--- src/rtl/tdc_pulse_gen.sv ---
// Start/stop pulse-pair generator for TDC calibration. It returns the TDC count as a result.
// Build with TDC_PG_ACCUM_EN defined to add a saturating result accumulator (o_acc, cleared by i_acc_clr).
module tdc_pulse_gen #(
  parameter int DW        = 16,
  parameter int STOP_HOLD = 2,
  parameter int ACC_W     = 40
) (
  input  logic          i_clk,
  input  logic          i_rst_n,
  input  logic          i_go,
  input  logic          i_abort,
  input  logic [DW-1:0] i_delay_cycles,
  input  logic [31:0]   i_meas_in,
`ifdef TDC_PG_ACCUM_EN
  input  logic             i_acc_clr,
  output logic [ACC_W-1:0] o_acc,
`endif
  output logic          o_start,
  output logic          o_stop,
  output logic          o_busy,
  output logic [31:0]   o_result,
  output logic          o_result_valid,
  output logic [15:0]   o_meas_cnt
);

  typedef enum logic [2:0] {
    S_IDLE, S_START, S_DELAY, S_STOP, S_SETTLE, S_DONE
  } state_t;

  state_t        r_state, w_next;
  logic [DW-1:0] r_dly, r_cnt;
  logic          r_start, r_stop, r_busy, r_rv;
  logic [31:0]   r_result;
  logic [15:0]   r_meas_cnt;

  always_ff @(posedge i_clk) begin
    if (i_rst_n) r_state <= S_IDLE;
    else         r_state <= w_next;
  end

  always_comb begin
    w_next = r_state;
    unique case (r_state)
      S_IDLE:   if (i_go) w_next = S_START;
      S_START:  w_next = S_DELAY;
      S_DELAY:  if (r_cnt <= DW'(1)) w_next = S_STOP;
      S_STOP:   if (r_cnt <= DW'(1)) w_next = S_SETTLE;
      S_SETTLE: w_next = S_DONE;
      S_DONE:   w_next = S_IDLE;
      default:  w_next = S_IDLE;
    endcase
    if (i_abort && r_state != S_IDLE) w_next = S_IDLE;
  end

  // Outputs are registered from the next state, so each one lines up with the state it describes.
  always_ff @(posedge i_clk) begin
    if (i_rst_n) begin
      r_start    <= 1'b0;
      r_stop     <= 1'b0;
      r_busy     <= 1'b0;
      r_rv       <= 1'b0;
      r_dly      <= '0;
      r_cnt      <= '0;
      r_result   <= '0;
      r_meas_cnt <= '0;
    end else begin
      r_start <= (w_next == S_START);
      r_stop  <= (w_next == S_STOP);
      r_busy  <= (w_next != S_IDLE);
      r_rv    <= (w_next == S_DONE);
      if (r_state == S_IDLE && i_go)
        r_dly <= (i_delay_cycles == '0) ? DW'(1) : i_delay_cycles;
      // A single down-counter times both the DELAY phase and the STOP hold.
      if (w_next == S_IDLE)
        r_cnt <= '0;
      else if (r_state == S_START)
        r_cnt <= r_dly;
      else if (r_state == S_DELAY && w_next == S_STOP)
        r_cnt <= DW'(STOP_HOLD);
      else if (r_state == S_DELAY || r_state == S_STOP)
        r_cnt <= r_cnt - DW'(1);
      if (r_state == S_SETTLE && w_next == S_DONE) begin
        r_result   <= i_meas_in;
        r_meas_cnt <= r_meas_cnt + 16'd1;
      end
    end
  end

`ifdef TDC_PG_ACCUM_EN
  localparam int SW = ((ACC_W > 32) ? ACC_W : 32) + 1;
  logic [ACC_W-1:0] r_acc;
  logic [SW-1:0]    w_base, w_sum;

  // A clear that coincides with DONE restarts the sum from the new result.
  always_comb begin
    w_base = i_acc_clr ? '0 : SW'(r_acc);
    w_sum  = w_base + SW'(r_result);
  end

  always_ff @(posedge i_clk) begin
    if (i_rst_n)
      r_acc <= '0;
    else if (r_state == S_DONE)
      r_acc <= (w_sum > SW'({ACC_W{1'b1}})) ? {ACC_W{1'b1}} : ACC_W'(w_sum);
    else if (i_acc_clr)
      r_acc <= '0;
  end

  assign o_acc = r_acc;
`endif

  assign o_start        = r_start;
  assign o_stop         = r_stop;
  assign o_busy         = r_busy;
  assign o_result       = r_result;
  assign o_result_valid = r_rv;
  assign o_meas_cnt     = r_meas_cnt;

endmodule

--- config.mk ---
export PLATFORM = sky130hd
export DESIGN_NAME = tdc_pulse_gen
export DESIGN_NICKNAME = d
export VERILOG_FILES = /design/src/rtl/tdc_pulse_gen.sv
export SDC_FILE = /design/constraint.sdc
export NUM_CORES = 1
export LEC_CHECK = 0
export ABC_AREA = 0
export ABC_CLOCK_PERIOD_IN_PS = 2600
export CAP_MARGIN = 30
export CORE_MARGIN = 8
export CORE_UTILIZATION = 48
export DETAILED_ROUTE_END_ITERATION = 6
export PLACE_DENSITY = 0.81
export SYNTH_ARGS = -nofsm -noshare
export SYNTH_HDL_FRONTEND = slang
export SYNTH_SLANG_ARGS = --single-unit
--- constraint.sdc ---
create_clock -name i_clk -period 2.6 [get_ports i_clk]
set_clock_uncertainty 0.15 [all_clocks]
set_input_delay 0.52 -clock i_clk [delete_from_list [all_inputs] [get_ports i_clk]]
set_output_delay 0.52 -clock i_clk [all_outputs]
set_load 0.05 [all_outputs]
==> out/metrics.cfg, run 1 <==
[outcome]
status=finished clean

[timing]
hold_viol=0
fin_setup_tns_ps=0
finalSetupViolations=0
rsz0062_at_grt=no
min_period_ps=2470
clock.fmax_ghz=0.404
finalMaxSlewViolations=0
slew_headroom=0.611
post-route-period-util=0.951
worstMarginPinSlew_ps=584

[detailed_routing]
wl_per_cell_um=15.5
dr.pass1.iters=5
drcViolationCount=0
postRouteAntennaNets=0
initialDrtViolationCount=252
routed_wl_um=10500
avgViaCountPerCell=5.45
vias=3698

[critical_path]
crit_fanout=17
timing.rr.start=r_cnt[0]$_SDFFE_PP0P_
slowest_delay_ps=430
critPathLaunchType=flop
rr_endpoint=r_cnt[1]$_SDFFE_PP0P_
reg2reg_setup_slack_ps=130
crit_required_ps=2720
slowest_stage=dfxtp_1
critical_path_class=flop to flop
path_cells=inv_1 > ha_1 > o211ai_1 > buf_4 > a2bb2oi_1 > a21oi_2 > a211o_1 > buf_12 > a311oi_2
ff2ff_path_depth=9
end_kind=flop
cp.arrival_ps=2600
critPathBufInv=3
worst_path_dominant_cell_family=compound AO/OA/AOI/OAI gates

[logic_synthesis]
yosys_warnings=0
synth_nets=523
synth-edff-count=0
synth_top_cell_area_share=0.460
synthTopCellsByArea=dfxtp_1 (46%), nand2_1 (11%), a21oi_1 (9.4%), xor2_1 (2.8%), clkbuf_1 (2.7%)
synth_ff_type=dfxtp_1
seq_area_frac_synth=0.460
synth_top_area_cell=dfxtp_1
synth.most_common_cell=nand2_1
synth_common_cells=nand2_1 (109), dfxtp_1 (87), a21oi_1 (71)
synth_area_um2=3790
avgSynthCellArea_um2=8.09
synthDistinctLibCells=51
synthArstFlopShare=0
synth_seq_cells=87
synthCells=468

[die]
die_x_um=105
die_h_um=105
fp-row-count=32
die_area_um2=11000
core_area_um2=7690
initial_utilization=0.493
io_pins=104

[job]
max_cap_viol_count=0

[cells_and_area]
area_delta_synth_final_pct=38.6
fin_cells=678
fill_cells=629
regArea_um2=1740
antenna_cells_inserted=0
nets=626
drive_gt1_frac=0.0990
multi_input_area_um2=1900

[power]
power_frac_seq=0.354
swShare=0.332
power_frac_comb=0.359
p_int_w=0.00288
p_total_w=0.00432
power_switching_w=0.00143
peakVddDrop_mv=0.587
p_leak_nw=1.84
clockPowerShare=0.286
powerDensity_nw_per_um2=822

[global_route]
grt_max_degree=39
grt_pass1_wl_um=17200
grt_overflow=0
grt_util_all_layers=0.187
grt_pass1_vias=3522
antenna_found_initial=0

[cts]
clk_latency_ps=350
cts.sinks=87
cts_tree=built
cts_root_buffer=clkbuf_8
clkTransAtPathRegs_ps=80
cts_buffer_depth=2
cts_inserted_buffers=9
h-tree-depth=3

[min_path]
min-delay-path-class=flop to flop
worstHoldPathCells=2
hold_path_end=o_result[28]$_SDFFE_PP0P_
hp-start=o_result[28]$_SDFFE_PP0P_

[place]
placedCellCount=661
portBuffers=103
gp_congestion=0.882
dp_hpwl_um=7720

## power groups by stage
stage	Combinational, W	Sequential [W]	Clock, W
global placement	0.00145	0.00155	0
global route	0.00168	0.00154	0.00131
detailed placement	0.00147	0.00156	0
CTS	0.00149	0.00153	0.00126
finish	0.00155	0.00153	0.00124
floorplan	0.00109	0.00155	0
## flip-flops by register name (all words and copies together) (netlist names)
name            count
o_result           32
o_meas_cnt         16
r_cnt              16
r_dly              16
r_state             3
o_busy              1
o_result_valid      1
o_start             1
o_stop              1
## worst register-to-register path, delay by kind of cell, from the launching register on
family	cells	cell delay, ps
AO/OA/AOI/OAI	5	1110
adder cells (fa/ha/maj)	1	260
buffers and inverters	3	450
flip-flops	1	430
## cells by family (layout without fill, tap and decap cells)
group	count (synthesis)	after routing	share of synthesized area
AND/OR/NAND/NOR	205	205	0.253
AO/OA/AOI/OAI	114	114	0.181
flip-flops	87	87	0.460
buffers and inverters	36	144	0.0420
XOR/XNOR	22	22	0.0509
adder cells (fa/ha/maj)	4	4	0.0126
## worst max-delay path by stage
| stage | cells past startpoint | endpoint | startpoint | slack (ps) |
|---|---|---|---|---|
| after detailed placement | 6 | r_cnt[8]$_SDFFE_PP0P_ | i_abort | 50 |
| after global routing | 9 | r_cnt[1]$_SDFFE_PP0P_ | r_cnt[0]$_SDFFE_PP0P_ | 20 |
| after CTS | 7 | r_cnt[8]$_SDFFE_PP0P_ | r_cnt[0]$_SDFFE_PP0P_ | 150 |
| final | 9 | r_cnt[1]$_SDFFE_PP0P_ | r_cnt[0]$_SDFFE_PP0P_ | 130 |
| after global placement | 6 | r_cnt[11]$_SDFFE_PP0P_ | i_abort | 120 |
| after floorplan | 10 | r_cnt[13]$_SDFFE_PP0P_ | r_cnt[4]$_SDFFE_PP0P_ | 260 |
## placed cells by master (no fill, tap or decap), types with 2 or more instances in the layout
cell type        instances
and3_1                   2
ha_1                     3
clkbuf_8                10
nand3_1                  3
a22oi_1                  8
or3_1                   15
or2_2                    3
o21ai_0                  7
nor2_2                   5
dfxtp_1                 87
nand4_1                  5
nor2_1                  24
clkdlybuf4s50_1        102
nor2b_1                  5
nand2b_1                 5
xnor2_1                 10
a31oi_1                  3
a221oi_1                 5
inv_1                    4
a21o_1                   2
a21oi_1                 71
buf_4                   20
xor2_1                  12
nand2_1                109
nor4_1                   5
a211oi_1                 2
nor3_1                  14
a21oi_2                  5
bufinv_16                4
## repair_timing
item                                    CTS  global route
gates resized for setup                   0             1
endpoints found under the setup margin    0             3
hold buffers                              0             0
buffers inserted                          0             1
## stage by stage
step	setup slack (ps)	cell area [um^2]	hold slack, ps	util
2_1_floorplan	257	3790	286	-
3_3_place_gp	124	4960	291	0.646
3_5_place_dp	45.9	4960	298	0.646
4_1_cts	147	5240	309	0.681
5_1_grt	18.5	5250	328	0.683
6_report	127	5250	306	0.683
## cell type report
class	count	area share
repair buffers	124	0.228
inverters	4	0.00286
multi-input cells	345	0.362
clock buffers	11	0.0269
clock inverters	5	0.0246
well taps	102	0.0243
flip-flops and latches	87	0.332
## layer usage
metal / wire [um] / track usage / vias to the layer above
met5: 0 / 0 / -
met1: 4450 / 0.219 / 1746
li1: - / - / 1814
met3: 654 / 0.0522 / 23
met2: 5100 / 0.307 / 115
met4: 281 / 0.0938 / 0
Power figures use the tool's default switching activity.
==> run 2: changes to the inputs <==
Settings changed: CTS_CLUSTER_DIAMETER set to 50.
==> results of run 2 <==
Same layout as run 1: the final DEF is identical, and so are final timing and power.
==> run 3: changes to the inputs <==
--- a/config.mk
+++ b/config.mk
@@ -14,4 +14,5 @@
 export DETAILED_ROUTE_END_ITERATION = 6
 export PLACE_DENSITY = 0.81
+export REMOVE_ABC_BUFFERS = 1
 export SYNTH_ARGS = -nofsm -noshare
 export SYNTH_HDL_FRONTEND = slang
==> constraint.sdc (replaced) <==
create_clock -name i_clk -period 2.6 [get_ports i_clk]
set_clock_uncertainty 0.15 [all_clocks]
set_input_delay 0.26 -clock i_clk [delete_from_list [all_inputs] [get_ports i_clk]]
set_output_delay 0.26 -clock i_clk [all_outputs]
set_load 0.05 [all_outputs]
==> run 3 against run 2 <==
Core utilization about the same. Via count decreased by 1.5%. Non-clock buffer count decreased by 4. Maximum frequency about the same. Final area about the same. First-iteration DRC count decreased by 33%. Clock-buffer cell count decreased by 2. Critical endpoint is now r_cnt[2]$_SDFFE_PP0P_.
==> out/metrics.cfg, run 3 (synthesized netlist as in run 1, its figures left out) <==
[power]
p_int_w=0.00301  ; +4.4%
swShare=0.321  ; -0.0101
p_leak_nw=1.83  ; -0.23%
power_frac_comb=0.333  ; -0.026
power_switching_w=0.00143  ; -0.32%
power_frac_seq=0.345  ; -0.009
peakVddDrop_mv=0.392  ; -33%
powerDensity_nw_per_um2=846  ; +2.9%
clockPowerShare=0.321  ; +0.035

[critical_path]
worst_path_dominant_cell_family=simple AND/OR/NAND/NOR gates
critPathBufInv=0  ; -3
crit_required_ps=2700  ; -20 ps
slowest_stage=nor3b_2
rr_endpoint=r_cnt[2]$_SDFFE_PP0P_
end_kind=flop
critical_path_class=flop to flop
path_cells=or3_1 > or3_1 > nor3b_2 > nor3_1 > a221oi_1 > nor2_2
critPathLaunchType=flop
reg2reg_setup_slack_ps=130  ; about the same
crit_top_cell=or3_1
ff2ff_path_depth=6  ; -3
crit_path_end=r_cnt[2]$_SDFFE_PP0P_
crit_fanout=7  ; -10
timing.rr.start=r_cnt[7]$_SDFFE_PP0P_
crit_cells=6  ; -3
startpoint=r_cnt[7]$_SDFFE_PP0P_
cp.arrival_ps=2580  ; -20 ps
slowest_delay_ps=500  ; +70 ps

[die]
io_pins=104  ; unchanged
initial_utilization=0.493  ; unchanged
core_area_um2=7690  ; unchanged
die_area_um2=11000  ; unchanged
die_x_um=105  ; unchanged
fp-row-count=32  ; unchanged
die_h_um=105  ; unchanged

[detailed_routing]
postRouteAntennaNets=0  ; unchanged
vias=3644  ; -1.5%
routed_wl_um=10900  ; +3.7%
avgViaCountPerCell=5.41  ; -0.88%
wl_per_cell_um=16.1  ; +4.4%
drcViolationCount=0  ; unchanged
initialDrtViolationCount=168  ; -33%
dr.pass1.iters=5  ; unchanged

[cts]
post_cts_resized=0  ; unchanged
clkTransAtPathRegs_ps=90  ; about the same
cts_tree=built
h-tree-depth=3  ; unchanged
cts_inserted_buffers=9  ; unchanged
cts_buffer_depth=2  ; unchanged
cts_setup_buffers=0  ; unchanged
cts.sinks=87  ; unchanged
clk_latency_ps=350  ; about the same
cts_root_buffer=clkbuf_8
cts_hold_buffers=0  ; unchanged

[timing]
post-route-period-util=0.951  ; about the same
worstMarginPinSlew_ps=701  ; +117 ps
rsz0062_at_grt=no
finalMaxSlewViolations=0  ; unchanged
slew_headroom=0.533  ; -0.0781
min_period_ps=2470  ; -0.0740 ps
hold_viol=0  ; unchanged
finalSetupViolations=0  ; unchanged
clock.fmax_ghz=0.404  ; about the same
fin_setup_tns_ps=0  ; unchanged

[global_route]
grt_pass1_vias=3629  ; +3.0%
grt_max_degree=38  ; -2.6%
grt_util_all_layers=0.195  ; +0.00822
antenna_found_initial=0  ; unchanged
grt_pass1_wl_um=17700  ; +3.0%
grt_overflow=0  ; unchanged

[cells_and_area]
fin_cells=674  ; -0.59%
drive_gt1_frac=0.0944  ; -0.00455
nets=622  ; -0.64%
area_delta_synth_final_pct=38.5  ; about the same
antenna_cells_inserted=0  ; unchanged
fill_cells=636  ; +1.1%
largest_register_ffs=32  ; unchanged
layout.cells.most_common=nand2_1
final_util=0.682  ; about the same
design_area_um2=5250  ; about the same
mostFrequentLayoutCells=nand2_1 (109), clkdlybuf4s50_1 (102), dfxtp_1 (87)

[place]
portBuffers=103  ; unchanged
gp_congestion=0.903  ; +2.3%
placed_area_um2=4930  ; -0.71%
placedCellCount=658  ; -0.45%
dp_hpwl_um=7720  ; about the same

[job]
max_cap_viol_count=0  ; unchanged

[outcome]
status=finished clean

[min_path]
min-delay-path-class=primary input to flop

run 3: worst min path at each step:
stage / startpoint / endpoint / cells after the start
2_1_floorplan: i_rst_n / o_meas_cnt[10]$_SDFFE_PP0P_ / 1
3_3_place_gp: o_result[14]$_SDFFE_PP0P_ / o_result[14]$_SDFFE_PP0P_ / 2
3_5_place_dp: o_result[2]$_SDFFE_PP0P_ / o_result[2]$_SDFFE_PP0P_ / 2
4_1_cts: i_rst_n / r_state[2]$_SDFF_PP0_ / 2
5_1_grt: i_rst_n / o_result[23]$_SDFFE_PP0P_ / 2
6_report: i_rst_n / r_state[2]$_SDFF_PP0_ / 2
run 3: layer usage:
layer | GRT usage | wire length (um) | vias up
li1 | - | - | 1801
met1 | 0.229 | 4530 | 1694
met2 | 0.319 | 5220 | 126
met3 | 0.0651 | 860 | 23
met4 | 0.0815 | 272 | 0
met5 | 0 | 0 | -
run 3: worst register-to-register path: cells and delay by family, from the launching register on:
kind | cells | cell delay, ps
AOI/OAI and AO/OA | 1 | 280
DFF | 1 | 360
and+or+nand+nor | 5 | 1590
run 3: power groups by stage:
stage	Combinational [W]	Clock, W	Sequential (W)
after floorplan	0.000947	0	0.00157
after global placement	0.00142	0	0.00155
after detailed placement	0.00145	0	0.00156
after CTS	0.00147	0.00145	0.00153
after global routing	0.00160	0.00151	0.00155
final	0.00148	0.00143	0.00153
run 3: final cells by class:
| cell class | count | area, um^2 | share of cell area |
|---|---|---|---|
| Tap cell | 102 | 128 | 0.0243 |
| Clock buffer | 9 | 124 | 0.0236 |
| Multi-Input combinational cell | 345 | 1890 | 0.361 |
| Clock inverter | 7 | 191 | 0.0365 |
| Sequential cell | 87 | 1740 | 0.332 |
| Inverter | 4 | 15.0 | 0.00286 |
| Timing Repair Buffer | 120 | 1150 | 0.220 |
run 3: stage by stage:
stage / hold WS (ps) / setup slack (ps) / total power, W
floorplan: 179 / -2440 / 0.00251
global placement: 291 / 217 / 0.00298
detailed placement: 297 / 175 / 0.00301
CTS: 168 / 131 / 0.00445
global route: 207 / 20.0 / 0.00465
finish: 189 / 127 / 0.00444
